### src/rtl/product_accumulator_pkg.sv
// Shared dc datapath package (dc_pkg): product width, default sizing for the
// product accumulator, the result record and the group-phase encoding.
package dc_pkg;

   localparam int PROD_W         = 16;
   localparam int DEF_ACC_W      = 24;
   localparam int DEF_VEC_LEN    = 8;
   localparam int DEF_FIFO_DEPTH = 4;
   localparam int MAX_ACC_W      = 32;

   // One completed dot-product result; data is sized for the widest ACC_W.
   typedef struct packed {
      logic [MAX_ACC_W-1:0] data;
      logic                 ovf;
   } result_t;

   // ACCUM while the group is still filling, LAST when the next product closes it.
   typedef enum logic {
      PH_ACCUM = 1'b0,
      PH_LAST  = 1'b1
   } phase_e;

   // Counter value at which the incoming product completes a group.
   function automatic logic [7:0] last_index(input int vec_len);
      return 8'(vec_len - 1);
   endfunction

endpackage

### src/rtl/product_accumulator_if.sv
// Product-in / result-out bus of the product accumulator. The master side
// feeds products and consumes results; the slave side is the accumulator.
interface product_accumulator_if #(
   parameter int ACC_W = dc_pkg::DEF_ACC_W
);

   logic                      prod_valid;
   logic [dc_pkg::PROD_W-1:0] prod_i;
   logic                      clear;
   logic                      res_valid;
   logic                      res_ready;
   logic [ACC_W-1:0]          res_data;
   logic                      res_ovf;

   modport master (
      output prod_valid, prod_i, clear, res_ready,
      input  res_valid, res_data, res_ovf
   );

   modport slave (
      input  prod_valid, prod_i, clear, res_ready,
      output res_valid, res_data, res_ovf
   );

endinterface

### src/rtl/product_accumulator_result_fifo.sv
// result_fifo: small synchronous FIFO with the head held in register storage.
// Push is refused when full unless a pop happens in the same cycle; pop is
// ignored when empty. The head reads as zero while the FIFO is empty.
module result_fifo #(
   parameter int WIDTH = 25,
   parameter int DEPTH = 4
) (
   input  logic             clk,
   input  logic             rstn,
   input  logic             push_i,
   input  logic [WIDTH-1:0] data_i,
   input  logic             pop_i,
   output logic [WIDTH-1:0] data_o,
   output logic             full_o,
   output logic             empty_o
);

   localparam int AW = (DEPTH > 1) ? $clog2(DEPTH) : 1;

   logic [WIDTH-1:0] mem_q [DEPTH];
   logic [AW-1:0]    wr_q;
   logic [AW-1:0]    rd_q;
   logic [AW:0]      cnt_q;
   logic             push_ok;
   logic             pop_ok;

   assign full_o  = (cnt_q == (AW+1)'(DEPTH));
   assign empty_o = (cnt_q == '0);
   assign pop_ok  = pop_i && !empty_o;
   // When full, the slot being written is the head that is popped this edge.
   assign push_ok = push_i && (!full_o || pop_ok);
   assign data_o  = empty_o ? '0 : mem_q[rd_q];

   // Pointer and occupancy bookkeeping.
   always_ff @(posedge clk or negedge rstn) begin
      if (!rstn) begin
         wr_q  <= '0;
         rd_q  <= '0;
         cnt_q <= '0;
      end else begin
         if (push_ok) wr_q <= wr_q + AW'(1);
         if (pop_ok)  rd_q <= rd_q + AW'(1);
         case ({push_ok, pop_ok})
            2'b10:   cnt_q <= cnt_q + (AW+1)'(1);
            2'b01:   cnt_q <= cnt_q - (AW+1)'(1);
            default: cnt_q <= cnt_q;
         endcase
      end
   end

   // Result storage; contents are only observed through a valid head.
   always_ff @(posedge clk) begin
      if (push_ok) mem_q[wr_q] <= data_i;
   end

endmodule

### src/rtl/product_accumulator.sv
// product_accumulator: sums groups of VEC_LEN unsigned 16-bit products into
// ACC_W-bit results, queues them in result_fifo and drains them over a
// valid/ready handshake. Optional macro SATURATE_EN: clamp the accumulator at
// 2^ACC_W-1 on carry-out instead of wrapping.
module product_accumulator
   import dc_pkg::*;
#(
   parameter int ACC_W      = DEF_ACC_W,
   parameter int VEC_LEN    = DEF_VEC_LEN,
   parameter int FIFO_DEPTH = DEF_FIFO_DEPTH
) (
   input  logic                  clk,
   input  logic                  rstn,
   product_accumulator_if.slave  bus,
   output logic                  drop_err,
   output logic [7:0]            grp_cnt
);

   logic [ACC_W-1:0] acc_q, acc_d;
   logic             ovf_q, ovf_d;
   logic [7:0]       cnt_q, cnt_d;
   logic             drop_q, drop_d;

   logic [ACC_W:0]   sum;
   logic             carry;
   logic [ACC_W-1:0] acc_nxt;
   phase_e           phase;
   logic             push;
   logic             pop;
   logic             fifo_full;
   logic             fifo_empty;
   logic [ACC_W:0]   wr_vec;
   logic [ACC_W:0]   head_vec;

   // One extra bit so the carry-out is the overflow flag.
   assign sum   = {1'b0, acc_q} + {{(ACC_W+1-PROD_W){1'b0}}, bus.prod_i};
   assign carry = sum[ACC_W];

`ifdef SATURATE_EN
   function automatic logic [ACC_W-1:0] clamp_sum(input logic [ACC_W:0] s);
      return s[ACC_W] ? {ACC_W{1'b1}} : s[ACC_W-1:0];
   endfunction

   assign acc_nxt = clamp_sum(sum);
`else
   assign acc_nxt = sum[ACC_W-1:0];
`endif

   assign phase  = (cnt_q == last_index(VEC_LEN)) ? PH_LAST : PH_ACCUM;
   assign pop    = !fifo_empty && bus.res_ready;
   // clear beats a product in the same cycle, so it also suppresses the push.
   assign push   = bus.prod_valid && !bus.clear && (phase == PH_LAST);
   assign wr_vec = {ovf_q | carry, acc_nxt};

   // Next accumulator, overflow, group-count and drop-flag values.
   always_comb begin
      acc_d  = acc_q;
      ovf_d  = ovf_q;
      cnt_d  = cnt_q;
      drop_d = drop_q | (push && fifo_full && !pop);
      if (bus.clear) begin
         acc_d = '0;
         ovf_d = 1'b0;
         cnt_d = '0;
      end else if (bus.prod_valid) begin
         if (phase == PH_LAST) begin
            acc_d = '0;
            ovf_d = 1'b0;
            cnt_d = '0;
         end else begin
            acc_d = acc_nxt;
            ovf_d = ovf_q | carry;
            cnt_d = cnt_q + 8'd1;
         end
      end
   end

   // Accumulator state with asynchronous reset.
   always_ff @(posedge clk or negedge rstn) begin
      if (!rstn) begin
         acc_q  <= '0;
         ovf_q  <= 1'b0;
         cnt_q  <= '0;
         drop_q <= 1'b0;
      end else begin
         acc_q  <= acc_d;
         ovf_q  <= ovf_d;
         cnt_q  <= cnt_d;
         drop_q <= drop_d;
      end
   end

   result_fifo #(
      .WIDTH (ACC_W + 1),
      .DEPTH (FIFO_DEPTH)
   ) u_fifo (
      .clk     (clk),
      .rstn    (rstn),
      .push_i  (push),
      .data_i  (wr_vec),
      .pop_i   (pop),
      .data_o  (head_vec),
      .full_o  (fifo_full),
      .empty_o (fifo_empty)
   );

   assign bus.res_valid = !fifo_empty;
   assign bus.res_data  = head_vec[ACC_W-1:0];
   assign bus.res_ovf   = head_vec[ACC_W];
   assign drop_err      = drop_q;
   assign grp_cnt       = cnt_q;

endmodule

### src/flat_wrapper.sv
// flat-port wrapper written by rule: the top's interface ports become plain ports
module product_accumulator_flat import dc_pkg::*;
#(
   parameter int ACC_W      = DEF_ACC_W,
   parameter int VEC_LEN    = DEF_VEC_LEN,
   parameter int FIFO_DEPTH = DEF_FIFO_DEPTH
)
  (clk, rstn, drop_err, grp_cnt, bus_prod_valid, bus_prod_i, bus_clear, bus_res_ready, bus_res_valid, bus_res_data, bus_res_ovf);
  product_accumulator_if #(.ACC_W(ACC_W)) bus_i ();
  input  logic clk;
  input  logic rstn;
  output logic drop_err;
  output logic [7:0] grp_cnt;
  input wire logic [$bits(bus_i.prod_valid)-1:0] bus_prod_valid;
  input wire logic [$bits(bus_i.prod_i)-1:0] bus_prod_i;
  input wire logic [$bits(bus_i.clear)-1:0] bus_clear;
  input wire logic [$bits(bus_i.res_ready)-1:0] bus_res_ready;
  output wire logic [$bits(bus_i.res_valid)-1:0] bus_res_valid;
  output wire logic [$bits(bus_i.res_data)-1:0] bus_res_data;
  output wire logic [$bits(bus_i.res_ovf)-1:0] bus_res_ovf;
  assign bus_i.prod_valid = bus_prod_valid;
  assign bus_i.prod_i = bus_prod_i;
  assign bus_i.clear = bus_clear;
  assign bus_i.res_ready = bus_res_ready;
  assign bus_res_valid = bus_i.res_valid;
  assign bus_res_data = bus_i.res_data;
  assign bus_res_ovf = bus_i.res_ovf;
  product_accumulator #(.ACC_W(ACC_W), .VEC_LEN(VEC_LEN), .FIFO_DEPTH(FIFO_DEPTH)) u_core (.clk(clk), .rstn(rstn), .bus(bus_i), .drop_err(drop_err), .grp_cnt(grp_cnt));
endmodule
### config.mk
export PLATFORM = sky130hd
export DESIGN_NAME = product_accumulator_flat
export DESIGN_NICKNAME = d
export VERILOG_FILES = /design/src/rtl/product_accumulator_pkg.sv /design/src/rtl/product_accumulator_if.sv /design/src/rtl/product_accumulator_result_fifo.sv /design/src/rtl/product_accumulator.sv /design/src/flat_wrapper.sv
export SDC_FILE = /design/constraint.sdc
export NUM_CORES = 1
export LEC_CHECK = 0
export ABC_AREA = 1
export ABC_CLOCK_PERIOD_IN_PS = 4900
export CAP_MARGIN = 30
export CORE_AREA = 4 4 114 116
export DETAILED_ROUTE_END_ITERATION = 6
export DIE_AREA = 0 0 118 120
export PLACE_DENSITY = 0.81
export SLEW_MARGIN = 20
export SYNTH_ARGS = -nofsm -noshare
export SYNTH_HDL_FRONTEND = slang
export SYNTH_SLANG_ARGS = --single-unit
### constraint.sdc
create_clock -name clk -period 4.9 [get_ports clk]
set_input_delay 0.49 -clock clk [delete_from_list [all_inputs] [get_ports clk]]
set_output_delay 0.49 -clock clk [all_outputs]
set_load 0.03 [all_outputs]
; ---- Word-level counts from Yosys, hierarchy flattened
; Memory sizes are Yosys's and may differ from the RTL's.
; Index checks and enable logic that the tools add are counted.
[classes]
n_bitwise = 2
n_addsub = 6
mux = 14
n_eq_ne = 4
n_reduce_logical = 15
[ops]
columns = operator, count
row1 = $mux W24, 3
row2 = $add A24 B16 Y25, 1
row3 = $mux W25, 1
row4 = $mux W8, 3
row5 = $add A8 B1 Y8 const B, 1
row6 = $eq A8 B3 Y1 const B, 1
row7 = $logic_and A1 B1 Y1, 7
row8 = $mux W1, 6
row9 = $pmux W3 S2, 1
row10 = $add A2 B1 Y2 const B, 2
row11 = $logic_not A1 Y1, 4
row12 = $reduce_bool A2 Y1, 2
row13 = $add A3 B1 Y3 const B, 1
row14 = $eq A3 B3 Y1 const B, 1
row15 = $logic_not A3 Y1, 1
row16 = $sub A3 B1 Y3 const B, 1
row17 = $eq A2 B1 Y1 const B, 1
row18 = $eq A2 B2 Y1 const B, 1
row19 = $or A1 B1 Y1, 2
row20 = $logic_or A1 B1 Y1, 1
[totals]
register_bits = 41
output_inout_bits = 35
mem_count = 1
mem_bits_rw = 100
[memory_table]
columns = name, words, word_bits, read_ports, rd_ports_with_merged_regs, write_ports, line
row1 = u_core.u_fifo.mem_q, 4, 25, 1, 0, 1, product_accumulator_result_fifo.sv:20  ; logic [WIDTH-1:0] mem_q [DEPTH];

; ---- Depth between registers and ports, before layout
; Gate-level depths: netlist (run 1).
[logic_depth]
depth_word = 8
mapped_depth = 14
ltp_nobuf = 14

; ---- Modules after synthesis
; Synthesis (run 1) repeated with hierarchy kept, for this count alone.
[hier_totals]
hier_cells = 916
hier_area_um2 = 7678.6
[by_module_without_submodules]
columns = mod, cells_each, n_inst, seq_area_each_um2, area_each_um2
row1 = result_fifo, 454, 1, 3178.0, 4738.3
row2 = product_accumulator, 462, 1, 850.8, 2940.3

; ---- Worst setup path after synthesis (run 1)
; Ideal clock, no wire load.
[synth_path]
kind = register to register
from = register u_core.cnt_q[0], in the netlist u_core.grp_cnt[0]
to = memory u_core.u_fifo.mem_q[0][0] (enable)
required_time_ns = 4.493
setup_slack_ns = 2.124
t_arrival_ns = 2.369
path_stages_with_launch = 6
n_path_buf = 0
path_cell_list = dfrtp_1 -> ha_1 -> nand3_1 -> nor2_2 -> nand3_1 -> nor2_1
[synth_via]
elab_chain_cells = 6
[synth_lines]
columns = element, line
row1 = "start, declared", product_accumulator.sv:21  ; logic [7:0] cnt_q, cnt_d;
row2 = "start signal, assigned", product_accumulator.sv:88  ; cnt_q <= cnt_d;
row3 = $eq A8 B3 Y1, product_accumulator.sv:49  ; assign phase = (cnt_q == last_index(VEC_LEN)) ? PH_LAST : PH_ACCUM;
row4 = $mux W1, product_accumulator.sv:49
row5 = $logic_and A1 B1 Y1, product_accumulator.sv:52  ; assign push = bus.prod_valid && !bus.clear && (phase == PH_LAST);
row6 = $logic_and A1 B1 Y1, product_accumulator_result_fifo.sv:31  ; assign push_ok = push_i && (!full_o || pop_ok);
row7 = $mux W1, product_accumulator_result_fifo.sv:53  ; if (push_ok) mem_q[wr_q] <= data_i;
row8 = $mux W1 (not written as such), product_accumulator_result_fifo.sv:53
row9 = "end, declared", product_accumulator_result_fifo.sv:20
; No other way between the ends.

; ---- Worst setup path in the final report (run 1)
[layout_path]
from = register u_core.u_fifo.rd_q[1]
to = output port bus_res_data[11]
[layout_via]
elab_chain_cells = 2
[layout_lines]
columns = element, line
row1 = "start, declared", product_accumulator_result_fifo.sv:22  ; logic [AW-1:0] rd_q;
row2 = "start signal, assigned", product_accumulator_result_fifo.sv:42  ; if (pop_ok) rd_q <= rd_q + AW'(1);
row3 = $mem_v2 Z4 W25, n/a
row4 = $mux W25, product_accumulator_result_fifo.sv:32  ; assign data_o = empty_o ? '0 : mem_q[rd_q];
row5 = "end, declared", flat_wrapper.sv:19  ; output wire logic [$bits(bus_i.res_data)-1:0] bus_res_data;
; No other way between the ends.

==> results of run 1 <==
==> report_power, final <==
part	switching [mW]	internal, mW	leakage (nW)	total, mW
Sequential	0.0748	1.37	1.41	1.45
Clock	0.518	0.706	0.261	1.22
Combinational	1.06	0.606	1.87	1.67
Total	1.66	2.68	3.54	4.34
==> final cells by class <==
cell class              count  share of cell area (%)
clock buffers              18                    5.08
clock inverters            14                    1.61
inverters                  86                    3.82
multi-input cells         545                    31.8
flip-flops and latches    141                    47.7
well taps                 147                    2.18
repair buffers             66                    7.82
==> critical path, stage by stage, from the launching register on <==
cell and delay (ns):
dfrtp_1 0.98, clkinv_1 0.39, buf_4 0.32, nor2_1 0.12, o21ai_0 0.08, a21oi_1 0.21, clkdlybuf4s50_1 0.73
==> flip-flops by register name, summed over array words and instances, names as in the netlist <==
| signal | flops |
|---|---|
| u_core.u_fifo.cnt_q | 3 |
| u_core.acc_q | 24 |
| u_core.ovf_q | 1 |
| u_core.u_fifo.rd_q | 2 |
| u_core.drop_err | 1 |
| u_core.grp_cnt | 8 |
| u_core.u_fifo.wr_q | 2 |
| u_core.u_fifo.mem_q | 100 |
==> metrics by stage <==
step                      area (sq um)  util (%)  total power, mW  instances  hold WS [ns]
final                             8450      70.9             4.34       1017      -0.00144
after global routing              8450      70.9             4.56       1017        0.0263
after CTS                         8400      70.5             4.32       1014         0.250
after detailed placement          7830      65.7             3.09        982         0.465
after global placement            7830      65.7             3.05        982         0.462
after floorplan                   7120         -             2.52        795         0.194
==> worst paths after layout <==
path / from / cells past startpoint / end / slack (ns)
min in group clk: u_core.drop_err$_DFF_PN0_ / 1 / u_core.drop_err$_DFF_PN0_ / 0.48
setup / recovery: u_core.u_fifo.rd_q[1]$_DFFE_PN0P_ / 6 / bus_res_data[11] / 1.15
max in group asynchronous: rstn / 2 / u_core.acc_q[20]$_DFFE_PN0P_ / 4.41
hold / removal: rstn / 1 / u_core.acc_q[6]$_DFFE_PN0P_ / -0.001
setup reg to reg: u_core.acc_q[0]$_DFFE_PN0P_ / 10 / u_core.u_fifo.mem_q[3][6]$_DFFE_PP_ / 2.47
hold reg to reg: u_core.drop_err$_DFF_PN0_ / 1 / u_core.drop_err$_DFF_PN0_ / 0.48
==> metal layers <==
layer | up-vias | track usage (%)
met2 | 204 | 40.0
li1 | 2738 | -
met1 | 2678 | 31.0
met3 | 32 | 5.18
met5 | - | 0
met4 | 0 | 8.42
==> logic make-up after synthesis <==
| kind of cell | share of synthesized area, % |
|---|---|
| AO/OA/AOI/OAI | 8.45 |
| buffers and inverters | 5.83 |
| adder cells (fa/ha/maj) | 4.25 |
| XOR/XNOR | 2.07 |
| AND/OR/NAND/NOR | 22.8 |
| flip-flops | 56.6 |
==> placed cells by master (no fill, tap or decap), types with 5 or more instances in the layout <==
master,count
buf_4,9
and2_1,11
nor2_2,8
nand2_2,5
clkdlybuf4s50_1,54
ha_1,21
nand3b_1,5
xor2_1,11
nor2_1,139
nand2_1,175
a21oi_1,43
clkbuf_16,17
dfrtp_1,41
nand3_1,33
clkinvlp_4,5
o21ai_0,56
edfxtp_1,100
nand4_1,7
inv_1,83
==> results.py, run 1 <==
metrics = {
    "run_status": {
        "status": "finished with violations",
        "violations": "negative hold slack",
    },
    "worst_setup_path": {
        "cp_max_fo": 27,
        "required_ns": 4.41,
        "critPathKind": "flop to output port",
        "start_kind": "flop",
        "cp_data_arrival_time_ns": 3.26,
        "endpoint_kind": "output port",
    },
    "routing": {
        "top_layer_used": "met4",
        "drt-pass1-iter-count": 5,
        "drt_iter0_markers": 505,
        "wl_met3_mm": 1.10,
        "vias": 5652,
        "wl_per_cell_um": 16.1,
        "wl_met2_mm": 8.08,
        "drc": 0,
        "wl_met1_mm": 6.84,
        "drt-vias-per-instance": 5.56,
        "ant_nets": 0,
        "routed_wl_mm": 16.4,
    },
    "global_route": {
        "grt_pass1_wl_mm": 26.8,
        "grt_pass1_vias": 5502,
        "grt_start_max_net_pins": 52,
        "antenna_found_initial": 0,
        "grt_use_total_pct": 23.9,
        "gr-total-overflow": 0,
    },
    "die": {
        "coreArea_sq_um": 11900,
        "die_area_sq_um": 14200,
        "die_h_um": 120,
        "num_io_pins": 56,
        "initial_core_util_pct": 59.8,
        "die_x_um": 118,
        "rows": 40,
    },
    "logic_synthesis": {
        "synth_enable_flop_cells": 100,
        "yosys_warnings": 0,
        "yosysMostFrequentCell": "nand2_1",
        "netlist.area_leader.share_pct": 42.2,
        "async_reset_ff_share_pct": 29.1,
        "synthCells": 795,
        "synth_area_leaders": "edfxtp_1 42%, dfrtp_1 14%, nand2_1 9.2%",
        "synth.distinct_cells": 34,
        "synth.avg_cell_area_sq_um": 8.96,
        "yosys.area.top_type": "edfxtp_1",
        "synth_common_cells": "175 x nand2_1, 143 x nor2_1, 100 x edfxtp_1",
        "ys_seq_area_share_pct": 56.6,
        "synth_nets": 839,
        "ys_ff_latch": 141,
        "synth_top_flop_cell": "edfxtp_1",
        "syn_area_sq_um": 7120,
    },
    "sta": {
        "grt_setup_unrepaired": "no",
        "setup_tns_ns": 0,
        "period_minus_slack_ns": 3.75,
        "fin_crit_sh_pct": 76.5,
        "tightest_slew_ns": 0.966,
        "setup_violations": 0,
        "fin_hold_ws_ns": -0.00144,
        "worst_slack_ns": 1.15,
        "relSlewSlack_pct": 35.6,
        "skew_ns": 0.00977,
        "hold_viol_final": 6,
        "max_freq_mhz": 267,
        "slew_viol_final": 0,
    },
    "cts": {
        "h-tree-depth": 4,
        "holdBufCountCts": 0,
        "cts_root_buf": "clkbuf_16",
        "cts.clk_slew.worst_paths_ns": 0.06,
        "ctsResizeCount": 0,
        "clk_latency_ns": 0.42,
        "clock_sinks": 141,
        "cts_buffers": 17,
        "cts_setup_buffers": 0,
        "cts_tree": "built",
        "clock_tree.buffer_depth": 2,
    },
    "layout": {
        "drive_above_1_share_pct": 7.01,
        "nNetsFinal": 901,
        "antenna_cells": 0,
        "ff_latch_area_sq_um": 4030,
        "syn2layout_area_growth_pct": 18.6,
        "multi_input_area_sq_um": 2690,
        "fill_cells": 866,
    },
    "placement": {
        "dp_hpwl_mm": 11.1,
        "pre_cts_ws_ns": 1.62,
        "io_buffers": 55,
        "place_congestion": 0.947,
    },
    "power_and_ir_drop": {
        "p_per_area_nw_per_um2": 513,
        "leakagePower_nw": 3.54,
        "peakVddDrop_mv": 0.266,
    },
    "min_path": {
        "hp-class": "input pin to asynchronous set/reset pin",
    },
    "flow_run": {
        "drv_cap": 0,
    },
}
(Power assumes the default switching activity.)
==> inputs of run 2 (changes only) <==
--- a/config.mk
+++ b/config.mk
@@ -6,12 +6,12 @@
 export NUM_CORES = 1
 export LEC_CHECK = 0
 export ABC_AREA = 1
-export ABC_CLOCK_PERIOD_IN_PS = 4900
+export ABC_CLOCK_PERIOD_IN_PS = 3400
 export CAP_MARGIN = 30
-export CORE_AREA = 4 4 114 116
+export CORE_AREA = 4 4 121 123
 export DETAILED_ROUTE_END_ITERATION = 6
-export DIE_AREA = 0 0 118 120
-export PLACE_DENSITY = 0.81
+export DIE_AREA = 0 0 125 127
+export PLACE_DENSITY = 0.76
 export SLEW_MARGIN = 20
 export SYNTH_ARGS = -nofsm -noshare
 export SYNTH_HDL_FRONTEND = slang
==> constraint.sdc (replaced) <==
create_clock -name clk -period 3.4 [get_ports clk]
set_input_delay 0.34 -clock clk [delete_from_list [all_inputs] [get_ports clk]]
set_output_delay 0.34 -clock clk [all_outputs]
set_load 0.03 [all_outputs]
==> results.py, run 2 (synthesized netlist as in run 1, its figures left out) <==
metrics = {
    "routing": {
        "wl_per_cell_um": 15.3,
        "ant_nets": 0,
        "drc": 0,
        "drt_iter0_markers": 446,
        "drt-vias-per-instance": 5.19,
        "vias": 5468,
        "drt-pass1-iter-count": 6,
        "routed_wl_mm": 16.1,
    },
    "global_route": {
        "grt_pass1_wl_mm": 26.4,
        "gr-total-overflow": 0,
        "grt_pass1_vias": 5282,
        "grt_start_max_net_pins": 52,
        "grt_use_total_pct": 21.2,
        "antenna_found_initial": 0,
    },
    "cts": {
        "clk_latency_ns": 0.42,
        "cts_buffers": 17,
        "clock_sinks": 141,
        "clock_tree.buffer_depth": 2,
        "ctsResizeCount": 0,
        "cts_tree": "built",
        "cts.clk_slew.worst_paths_ns": 0.06,
        "h-tree-depth": 4,
        "cts_root_buf": "clkbuf_16",
        "cts_setup_buffers": 0,
        "holdBufCountCts": 1,
    },
    "layout": {
        "largest_register_ffs": 100,
        "layout_common_cells": "175 x nand2_1, 138 x nor2_1, 100 x edfxtp_1",
        "fill_cells": 1119,
        "syn2layout_area_growth_pct": 20.1,
        "fin_cells": 1053,
        "nNetsFinal": 904,
        "drive_above_1_share_pct": 7.22,
        "multi_input_area_sq_um": 2690,
        "largest_register": "u_core.u_fifo.mem_q",
        "layout_commonest_cell": "nand2_1",
        "ff_latch_area_sq_um": 4030,
        "utilization_pct": 62.6,
        "antenna_cells": 0,
    },
    "power_and_ir_drop": {
        "p_per_area_nw_per_um2": 750,
        "leakagePower_nw": 3.57,
        "peakVddDrop_mv": 0.306,
    },
    "worst_setup_path": {
        "required_ns": 3.06,
        "start_kind": "flop",
        "r2r.worst_path.cells": 12,
        "crit_path_frequent_cell": "nor2_1",
        "crit_family": "buffers and inverters",
        "path_cells": "buf_4 > nor2_1 > nor2_1 > o21ai_0 > a21oi_1 > clkdlybuf4s50_1",
        "critPathKind": "flop to output port",
        "cpMaxStageDelayCell": "clkdlybuf4s50_1",
        "r2r-start": "u_core.acc_q[0]$_DFFE_PN0P_",
        "cp_data_arrival_time_ns": 2.56,
        "cp_max_fo": 51,
        "endpoint_kind": "output port",
        "rr_endpoint": "u_core.u_fifo.mem_q[1][16]$_DFFE_PP_",
        "cp_num_buf_inv": 2,
        "r2r_slack_ns": 1.18,
        "cpPeakStageDelay_ns": 0.72,
    },
    "run_status": {
        "status": "completed",
    },
    "sta": {
        "max_freq_mhz": 345,
        "fin_crit_sh_pct": 85.3,
        "relSlewSlack_pct": 59.1,
        "grt_setup_unrepaired": "no",
        "setup_tns_ns": 0,
        "tightest_slew_ns": 0.613,
        "slew_viol_final": 0,
        "skew_ns": 0.0127,
        "setup_violations": 0,
        "hold_viol_final": 0,
        "period_minus_slack_ns": 2.90,
    },
    "flow_run": {
        "drv_cap": 0,
    },
    "die": {
        "initial_core_util_pct": 52.1,
        "die_h_um": 127,
        "die_x_um": 125,
        "num_io_pins": 56,
        "rows": 43,
        "coreArea_sq_um": 13700,
        "die_area_sq_um": 15900,
    },
    "placement": {
        "dp_hpwl_mm": 10.8,
        "place_congestion": 0.959,
        "io_buffers": 55,
        "dp.cells": 1020,
    },
    "min_path": {
        "hp-class": "input pin to asynchronous set/reset pin",
    },
}
## run 2: final cells by class
type,instances,share of cell area (%)
Timing Repair Buffer,69,7.78
Inverter,86,3.77
Tap cell,180,2.63
Clock inverter,13,2.21
Multi-Input combinational cell,545,31.5
Sequential cell,141,47.1
Clock buffer,19,5.06
## run 2: worst max-delay path by stage
stage	startpoint	endpoint	cells past startpoint
floorplan	u_core.grp_cnt[0]$_DFFE_PN0P_	u_core.u_fifo.mem_q[0][0]$_DFFE_PP_	5
global placement	bus_prod_i[0]	u_core.u_fifo.mem_q[1][16]$_DFFE_PP_	13
detailed placement	bus_prod_i[0]	u_core.u_fifo.mem_q[1][16]$_DFFE_PP_	13
CTS	u_core.u_fifo.rd_q[0]$_DFFE_PN0P_	bus_res_data[14]	6
global route	u_core.u_fifo.rd_q[0]$_DFFE_PN0P_	bus_res_data[14]	6
finish	u_core.u_fifo.rd_q[0]$_DFFE_PN0P_	bus_res_data[14]	6
## run 2: worst register-to-register path: cells and delay by family (launching register included)
family | cells | cell delay [ns]
fa+ha+maj | 2 | 0.57
flops | 1 | 0.34
compound gates | 1 | 0.15
buf+inv | 2 | 0.17
simple gates | 7 | 0.72
## run 2: metal layers
metal / global-route usage (%) / wire [um] / part of all wire (%)
met1: 28.5 / 7140 / 44
met4: 5.61 / 212 / 1.3
met5: 0 / 0 / 0
met3: 4.77 / 1140 / 7.1
met2: 35.2 / 7640 / 47
## run 2: stage by stage
step           total power [mW]  setup slack, ns  instance area [sq um]  hold WS [ns]
2_1_floorplan              3.63            0.624                   7120        0.0444
6_report                   6.42            0.498                   8560         0.356
3_5_place_dp               4.49            0.736                   7920         0.264
3_3_place_gp               4.46            0.757                   7900         0.466
5_1_grt                    6.75            0.323                   8560         0.380
4_1_cts                    6.44            0.477                   8560         0.354
## run 2: report_power, final
group,total [mW],switching [mW],internal (mW)
combinational,2.45,1.59,0.861
clock,1.94,0.713,1.23
sequential,2.02,0.0434,1.98
total,6.42,2.35,4.07
